===== config.mk =====
export PLATFORM = sky130hd
export DESIGN_NAME = anomaly_alert_filter
export DESIGN_NICKNAME = d
export VERILOG_FILES = /design/src/rtl/nanotrade_pkg.sv /design/src/rtl/anomaly_alert_filter_sat_counter.sv /design/src/rtl/anomaly_alert_filter.sv
export SDC_FILE = /design/constraint.sdc
export NUM_CORES = 1
export LEC_CHECK = 0
export CAP_MARGIN = 20
export CORE_MARGIN = 4
export CORE_UTILIZATION = 60
export CTS_CLUSTER_DIAMETER = 60
export DETAILED_ROUTE_END_ITERATION = 10
export DONT_BUFFER_PORTS = 1
export GPL_TIMING_DRIVEN = 0
export PLACE_DENSITY = 0.76
export REMOVE_ABC_BUFFERS = 1
export SLEW_MARGIN = 10
export SYNTH_ARGS = -nofsm -noshare
export SYNTH_HDL_FRONTEND = slang
export SYNTH_HIERARCHICAL = 1
export SYNTH_SLANG_ARGS = --single-unit
export TNS_END_PERCENT = 50

===== constraint.sdc =====
create_clock -name clk -period 3.27 [get_ports clk]
set_input_delay 0.8175 -clock clk [delete_from_list [all_inputs] [get_ports clk]]
set_output_delay 0.8175 -clock clk [all_outputs]
set_load 0.05 [all_outputs]

===== src/rtl/nanotrade_pkg.sv =====
// Shared types and constants for the nanotrade anomaly path: class codes,
// filter state encoding and the default confidence threshold.
package nanotrade_pkg;

    localparam logic [2:0] CLS_NORMAL      = 3'd0;
    localparam logic [2:0] CLS_SPOOFING    = 3'd1;
    localparam logic [2:0] CLS_LAYERING    = 3'd2;
    localparam logic [2:0] CLS_WASH_TRADE  = 3'd3;
    localparam logic [2:0] CLS_MOMENTUM    = 3'd4;
    localparam logic [2:0] CLS_QUOTE_STUFF = 3'd5;
    localparam int         NUM_CLASSES     = 6;

    localparam logic [7:0] DEF_CONF_THRESH = 8'd128;

    typedef enum logic [1:0] {
        ST_IDLE  = 2'd0,
        ST_ARM   = 2'd1,
        ST_ALERT = 2'd2
    } filter_state_e;

endpackage


===== src/rtl/anomaly_alert_filter_sat_counter.sv =====
// sat_counter: W-bit up-counter that sticks at all-ones; synchronous clear.
module sat_counter #(
    parameter int W = 8
) (
    input  logic         clk,
    input  logic         rst_n,
    input  logic         inc_i,
    input  logic         clear_i,
    output logic [W-1:0] q_o
);

    logic [W-1:0] cnt_q;

    always_ff @(posedge clk or negedge rst_n) begin
        if (!rst_n) begin
            cnt_q <= '0;
        end else if (clear_i) begin
            cnt_q <= '0;
        end else if (inc_i && (cnt_q != '1)) begin
            cnt_q <= cnt_q + 1'b1;
        end
    end

    assign q_o = cnt_q;

endmodule


===== src/rtl/anomaly_alert_filter.sv =====
// Persistence filter on the ML classification stream with latched, acknowledged alerts.
// Optional feature macro: ALERT_PER_CLASS_CNT_EN (per-class alert counters).
//
// state    | meaning
// ST_IDLE  | no candidate; waiting for a confident anomaly hit
// ST_ARM   | counting consecutive same-class hits toward PERSIST
// ST_ALERT | alert raised; held for HOLD_CYCLES and until acknowledged
module anomaly_alert_filter
    import nanotrade_pkg::*;
#(
    parameter logic [7:0] CONF_THRESH = DEF_CONF_THRESH,
    parameter int         PERSIST     = 3,
    parameter int         HOLD_CYCLES = 16,
    parameter int         CNT_W       = 8
) (
    input  logic               clk,
    input  logic               rst_n,
    input  logic [2:0]         ml_class,
    input  logic [7:0]         ml_confidence,
    input  logic               ml_valid,
    input  logic               alert_ack,
    output logic               alert_valid,
    output logic [2:0]         alert_class,
    output logic [7:0]         alert_conf,
    output logic [2:0]         streak,
    output logic [CNT_W-1:0]   alert_count,
    output logic [5*CNT_W-1:0] class_counts
);

    localparam int HOLD_W = (HOLD_CYCLES > 1) ? $clog2(HOLD_CYCLES) : 1;

    filter_state_e     state_q;
    logic [2:0]        cand_q;
    logic [2:0]        streak_q;
    logic [HOLD_W-1:0] hold_q;
    logic              ack_seen_q;
    logic              alert_valid_q;
    logic [2:0]        alert_class_q;
    logic [7:0]        alert_conf_q;

    logic       hit_d;
    logic [3:0] streak_inc_d;
    logic       enter_alert_d;
    logic       exit_alert_d;

    always_comb begin
        hit_d = ml_valid && (ml_class != CLS_NORMAL) && (ml_class <= CLS_QUOTE_STUFF)
                && (ml_confidence >= CONF_THRESH);
        streak_inc_d  = {1'b0, streak_q} + 4'd1;
        enter_alert_d = 1'b0;
        exit_alert_d  = 1'b0;
        case (state_q)
            ST_IDLE:  enter_alert_d = hit_d && (PERSIST == 1);
            ST_ARM:   enter_alert_d = hit_d && (ml_class == cand_q)
                                      && (streak_inc_d == 4'(PERSIST));
            ST_ALERT: exit_alert_d  = (hold_q == '0) && (ack_seen_q || alert_ack);
            default:  ;
        endcase
    end

    always_ff @(posedge clk or negedge rst_n) begin
        if (!rst_n) begin
            state_q       <= ST_IDLE;
            cand_q        <= '0;
            streak_q      <= '0;
            hold_q        <= '0;
            ack_seen_q    <= 1'b0;
            alert_valid_q <= 1'b0;
            alert_class_q <= '0;
            alert_conf_q  <= '0;
        end else if (enter_alert_d) begin
            state_q       <= ST_ALERT;
            cand_q        <= ml_class;
            streak_q      <= '0;
            hold_q        <= HOLD_W'(HOLD_CYCLES - 1);
            ack_seen_q    <= 1'b0;
            alert_valid_q <= 1'b1;
            alert_class_q <= ml_class;
            alert_conf_q  <= ml_confidence;
        end else begin
            case (state_q)
                ST_IDLE: begin
                    if (hit_d) begin
                        state_q  <= ST_ARM;
                        cand_q   <= ml_class;
                        streak_q <= 3'd1;
                    end
                end
                ST_ARM: begin
                    if (ml_valid) begin
                        if (!hit_d) begin
                            state_q  <= ST_IDLE;
                            streak_q <= '0;
                        end else if (ml_class == cand_q) begin
                            streak_q <= streak_inc_d[2:0];
                        end else begin
                            cand_q   <= ml_class;
                            streak_q <= 3'd1;
                        end
                    end
                end
                ST_ALERT: begin
                    // a hit landing on the exit cycle is dropped, not used to re-arm
                    if (exit_alert_d) begin
                        state_q       <= ST_IDLE;
                        alert_valid_q <= 1'b0;
                        ack_seen_q    <= 1'b0;
                    end else begin
                        if (hold_q != '0) begin
                            hold_q <= hold_q - 1'b1;
                        end
                        if (alert_ack) begin
                            ack_seen_q <= 1'b1;
                        end
                        if (hit_d && (ml_class == alert_class_q)
                            && (ml_confidence > alert_conf_q)) begin
                            alert_conf_q <= ml_confidence;
                        end
                    end
                end
                default: state_q <= ST_IDLE;
            endcase
        end
    end

    sat_counter #(.W(CNT_W)) u_alert_cnt (
        .clk     (clk),
        .rst_n   (rst_n),
        .inc_i   (enter_alert_d),
        .clear_i (1'b0),
        .q_o     (alert_count)
    );

`ifdef ALERT_PER_CLASS_CNT_EN
    for (genvar c = 1; c < NUM_CLASSES; c++) begin : g_cls_cnt
        sat_counter #(.W(CNT_W)) u_cls_cnt (
            .clk     (clk),
            .rst_n   (rst_n),
            .inc_i   (enter_alert_d && (ml_class == 3'(c))),
            .clear_i (1'b0),
            .q_o     (class_counts[(c-1)*CNT_W +: CNT_W])
        );
    end
`else
    assign class_counts = '0;
`endif

    assign alert_valid = alert_valid_q;
    assign alert_class = alert_class_q;
    assign alert_conf  = alert_conf_q;
    assign streak      = streak_q;

endmodule

==> flow_summary.toml <==
[power_and_ir_drop]
combPwrFrac = 0.188
power_switching_uw = 307
intPower_uw = 612
p_leak_nw = 1.08
seq_power_share = 0.496
p_clk_frac = 0.316
swShare = 0.334
peakVddDrop_uv = 250
pwr_density_cell_nw_per_um2 = 415

[worst_setup_path]
cp.arrival_ns = 3.21
max_stage_delay_ns = 0.61
start_kind = "flip-flop"
endpoint_kind = "flip-flop"
cpMaxStageDelayCell = "dfrtp_1"
path_max_fanout = 11
required_ns = 3.47
crit_chain = "ha_1, nor2_1, a21o_1, or4b_4, inv_1, nand3_1, or3_1, a211oi_1"
crit_type = "flip-flop to flip-flop"

[finish]
syn2layout_area_growth_pct = -1.12
fill_cells = 313
layout-drive-gt1-share = 0.120
antenna_cells = 0
final_util = 0.639
final_nets = 261

[placed_design]
place_congestion = 0.748
port_buffers = 0
hpwl_um = 2960

[timing]
max_freq_mhz = 332
tightest_slew_ns = 0.616
setup_viol = 0
fin_tns_setup_ns = 0
rsz0062_at_grt = "no"
finalHoldViolCount = 0
slew_headroom = 0.589
drv_slew = 0
skew_ns = 0.00820
min_period_ns = 3.01
period_share = 0.921

[clock_tree]
clk_latency_ns = 0.29
h-tree-depth = 2
cts_resized = 0
cts_hold_buffers = 0
cts.sinks = 33
cts_buffers = 5
cts.reportedPaths.clkPinSlew_ns = 0.07
cts.path.max_buffers = 2
post_cts_buffers = 0
root_buffer = "clkbuf_8"
cts_tree = "yes"

[yosys]
avgSynthCellArea_um2 = 9.83
synth_edf_count = 0
synthCells = 228
synth-main-ff-cell = "dfrtp_1"
synth_cell_type_count = 46
yosysWarnings = 6
syn_area_um2 = 2240
synth-seq-cells = 33
ys_seq_area_frac = 0.368
synth-async-reset-ratio = 1.00

[route]
ant_nets = 0
wl_per_cell_um = 14.0
first_pass_iters = 4
wl_met1_um = 1690
vias_per_cell = 5.39
drc = 0
drt_iter0_drc = 64
wl_um = 3910
routed-via-count = 1509
top_layer = "met4"
wl_met3_um = 342
wl_met2_um = 1800

[die]
fp.dieH_um = 69.1
coreArea_um2 = 3470
die_area_um2 = 4780
boundaryPins = 78
fp.dieW_um = 69.1
start_util = 0.646
rows = 21

[grt]
grt_overflow = 0
grt_pass1_wl_um = 6560
antenna_found_initial = 0
grt_max_degree = 34
track_usage = 0.167
grt_pass1_vias = 1464

[min_path]
hold_path_class = "input port to async pin"

[flow_run]
drv_cap = 0

[outcome]
outcome = "finished clean"
==> state kept, by name (all words and copies together) (netlist names) <==
name	flops
ack_seen_q	1
alert_class	3
alert_conf	8
alert_valid	1
cand_q	3
hold_q	4
state_q	2
streak	3
u_alert_cnt/q_o	8
==> worst max-delay path, delay by kind of cell (launching register included) <==
| family | cells | cell delay [ns] |
|---|---|---|
| flip-flops | 1 | 0.61 |
| buffers and inverters | 1 | 0.32 |
| adder cells (fa/ha/maj) | 1 | 0.35 |
| AO/OA/AOI/OAI | 2 | 0.37 |
| AND/OR/NAND/NOR | 4 | 1.27 |
==> layout make-up <==
class | instances | area [um^2] | area share
well taps | 46 | 57.6 | 0.0260
multi-input cells | 175 | 1190 | 0.535
inverters | 18 | 67.6 | 0.0305
flip-flops and latches | 33 | 826 | 0.372
clock buffers | 8 | 80.1 | 0.0361
==> per-stage QoR <==
stage	total power [mW]	cells	area [um^2]	setup WS (ns)	hold slack, ns
after CTS	0.928	280	2220	0.288	0.214
after detailed placement	0.633	272	2140	0.283	0.477
final	0.919	280	2220	0.258	0.219
after global routing	0.961	280	2220	0.0344	0.199
after floorplan	0.620	226	2080	0.567	0.450
after global placement	0.630	272	2140	0.326	0.475
==> cell usage in the layout, fill, tap and decap left out, types with 3 or more instances in the layout <==
| master | instances |
|---|---|
| dfrtp_1 | 33 |
| clkbuf_1 | 3 |
| a21oi_1 | 10 |
| nor2_1 | 8 |
| inv_1 | 18 |
| mux2_2 | 13 |
| o21ai_0 | 7 |
| nand3_1 | 6 |
| nand2b_1 | 7 |
| and3_1 | 4 |
| nand2_1 | 12 |
| a21o_1 | 3 |
| nor3b_1 | 3 |
| ha_1 | 13 |
| clkbuf_8 | 5 |
| conb_1 | 42 |
| nor3_1 | 6 |
| xnor2_1 | 7 |
| nor2b_1 | 3 |
==> final timing paths <==
kind | startpoint | endpoint | slack [ns] | cells after the start
setup reg to reg | streak[0] | u_alert_cnt/q_o[7] | 0.26 | 8
setup / recovery | streak[0] | u_alert_cnt/q_o[7] | 0.26 | 8
hold / removal | rst_n | cand_q[2] | 0.22 | 0
min in group clk | state_q[1] | state_q[0] | 0.48 | 1
hold reg to reg | state_q[1] | state_q[0] | 0.48 | 1
max in group asynchronous | rst_n | u_alert_cnt/q_o[3] | 2.96 | 0
==> kinds of logic after synthesis <==
family | synth area share
AOI/OAI and AO/OA | 0.108
xor gates and xnor gates | 0.0273
adders and majority gates | 0.0725
buffers and inverters | 0.171
DFF | 0.368
muxes | 0.0831
other | 0.00167
and+or+nand+nor | 0.167
==> cells in the mapped netlist (2+ instances only) <==
library cell | number | area share
nand3_1 | 6 | 0.013
nand4_1 | 2 | 0.0056
mux2_4 | 2 | 0.013
a31oi_1 | 2 | 0.0056
a21oi_1 | 10 | 0.022
nand2_1 | 12 | 0.020
ha_1 | 13 | 0.073
nor3b_1 | 3 | 0.010
and4_1 | 2 | 0.0078
nor3_1 | 6 | 0.013
and3_1 | 4 | 0.011
nor2_1 | 8 | 0.013
mux2_2 | 13 | 0.065
inv_1 | 18 | 0.030
buf_4 | 41 | 0.14
nor2b_1 | 3 | 0.0084
o21ai_0 | 7 | 0.016
xnor2_1 | 7 | 0.027
a21o_1 | 3 | 0.010
dfrtp_1 | 33 | 0.37
a211oi_1 | 2 | 0.0067
nand2b_1 | 7 | 0.020
==> per-layer routing <==
| layer | vias to the layer above | track usage |
|---|---|---|
| li1 | 713 | - |
| met1 | 725 | 0.200 |
| met2 | 61 | 0.258 |
| met3 | 10 | 0.0727 |
| met4 | 0 | 0.0738 |
| met5 | - | 0 |
==> power groups by stage <==
stage,clock network (mW),logic [mW],registers [mW]
after global routing,0.321,0.182,0.458
after CTS,0.302,0.171,0.456
after global placement,0,0.167,0.462
after detailed placement,0,0.170,0.463
final,0.291,0.173,0.456
after floorplan,0,0.161,0.460
Power figures use the tool's default switching activity.
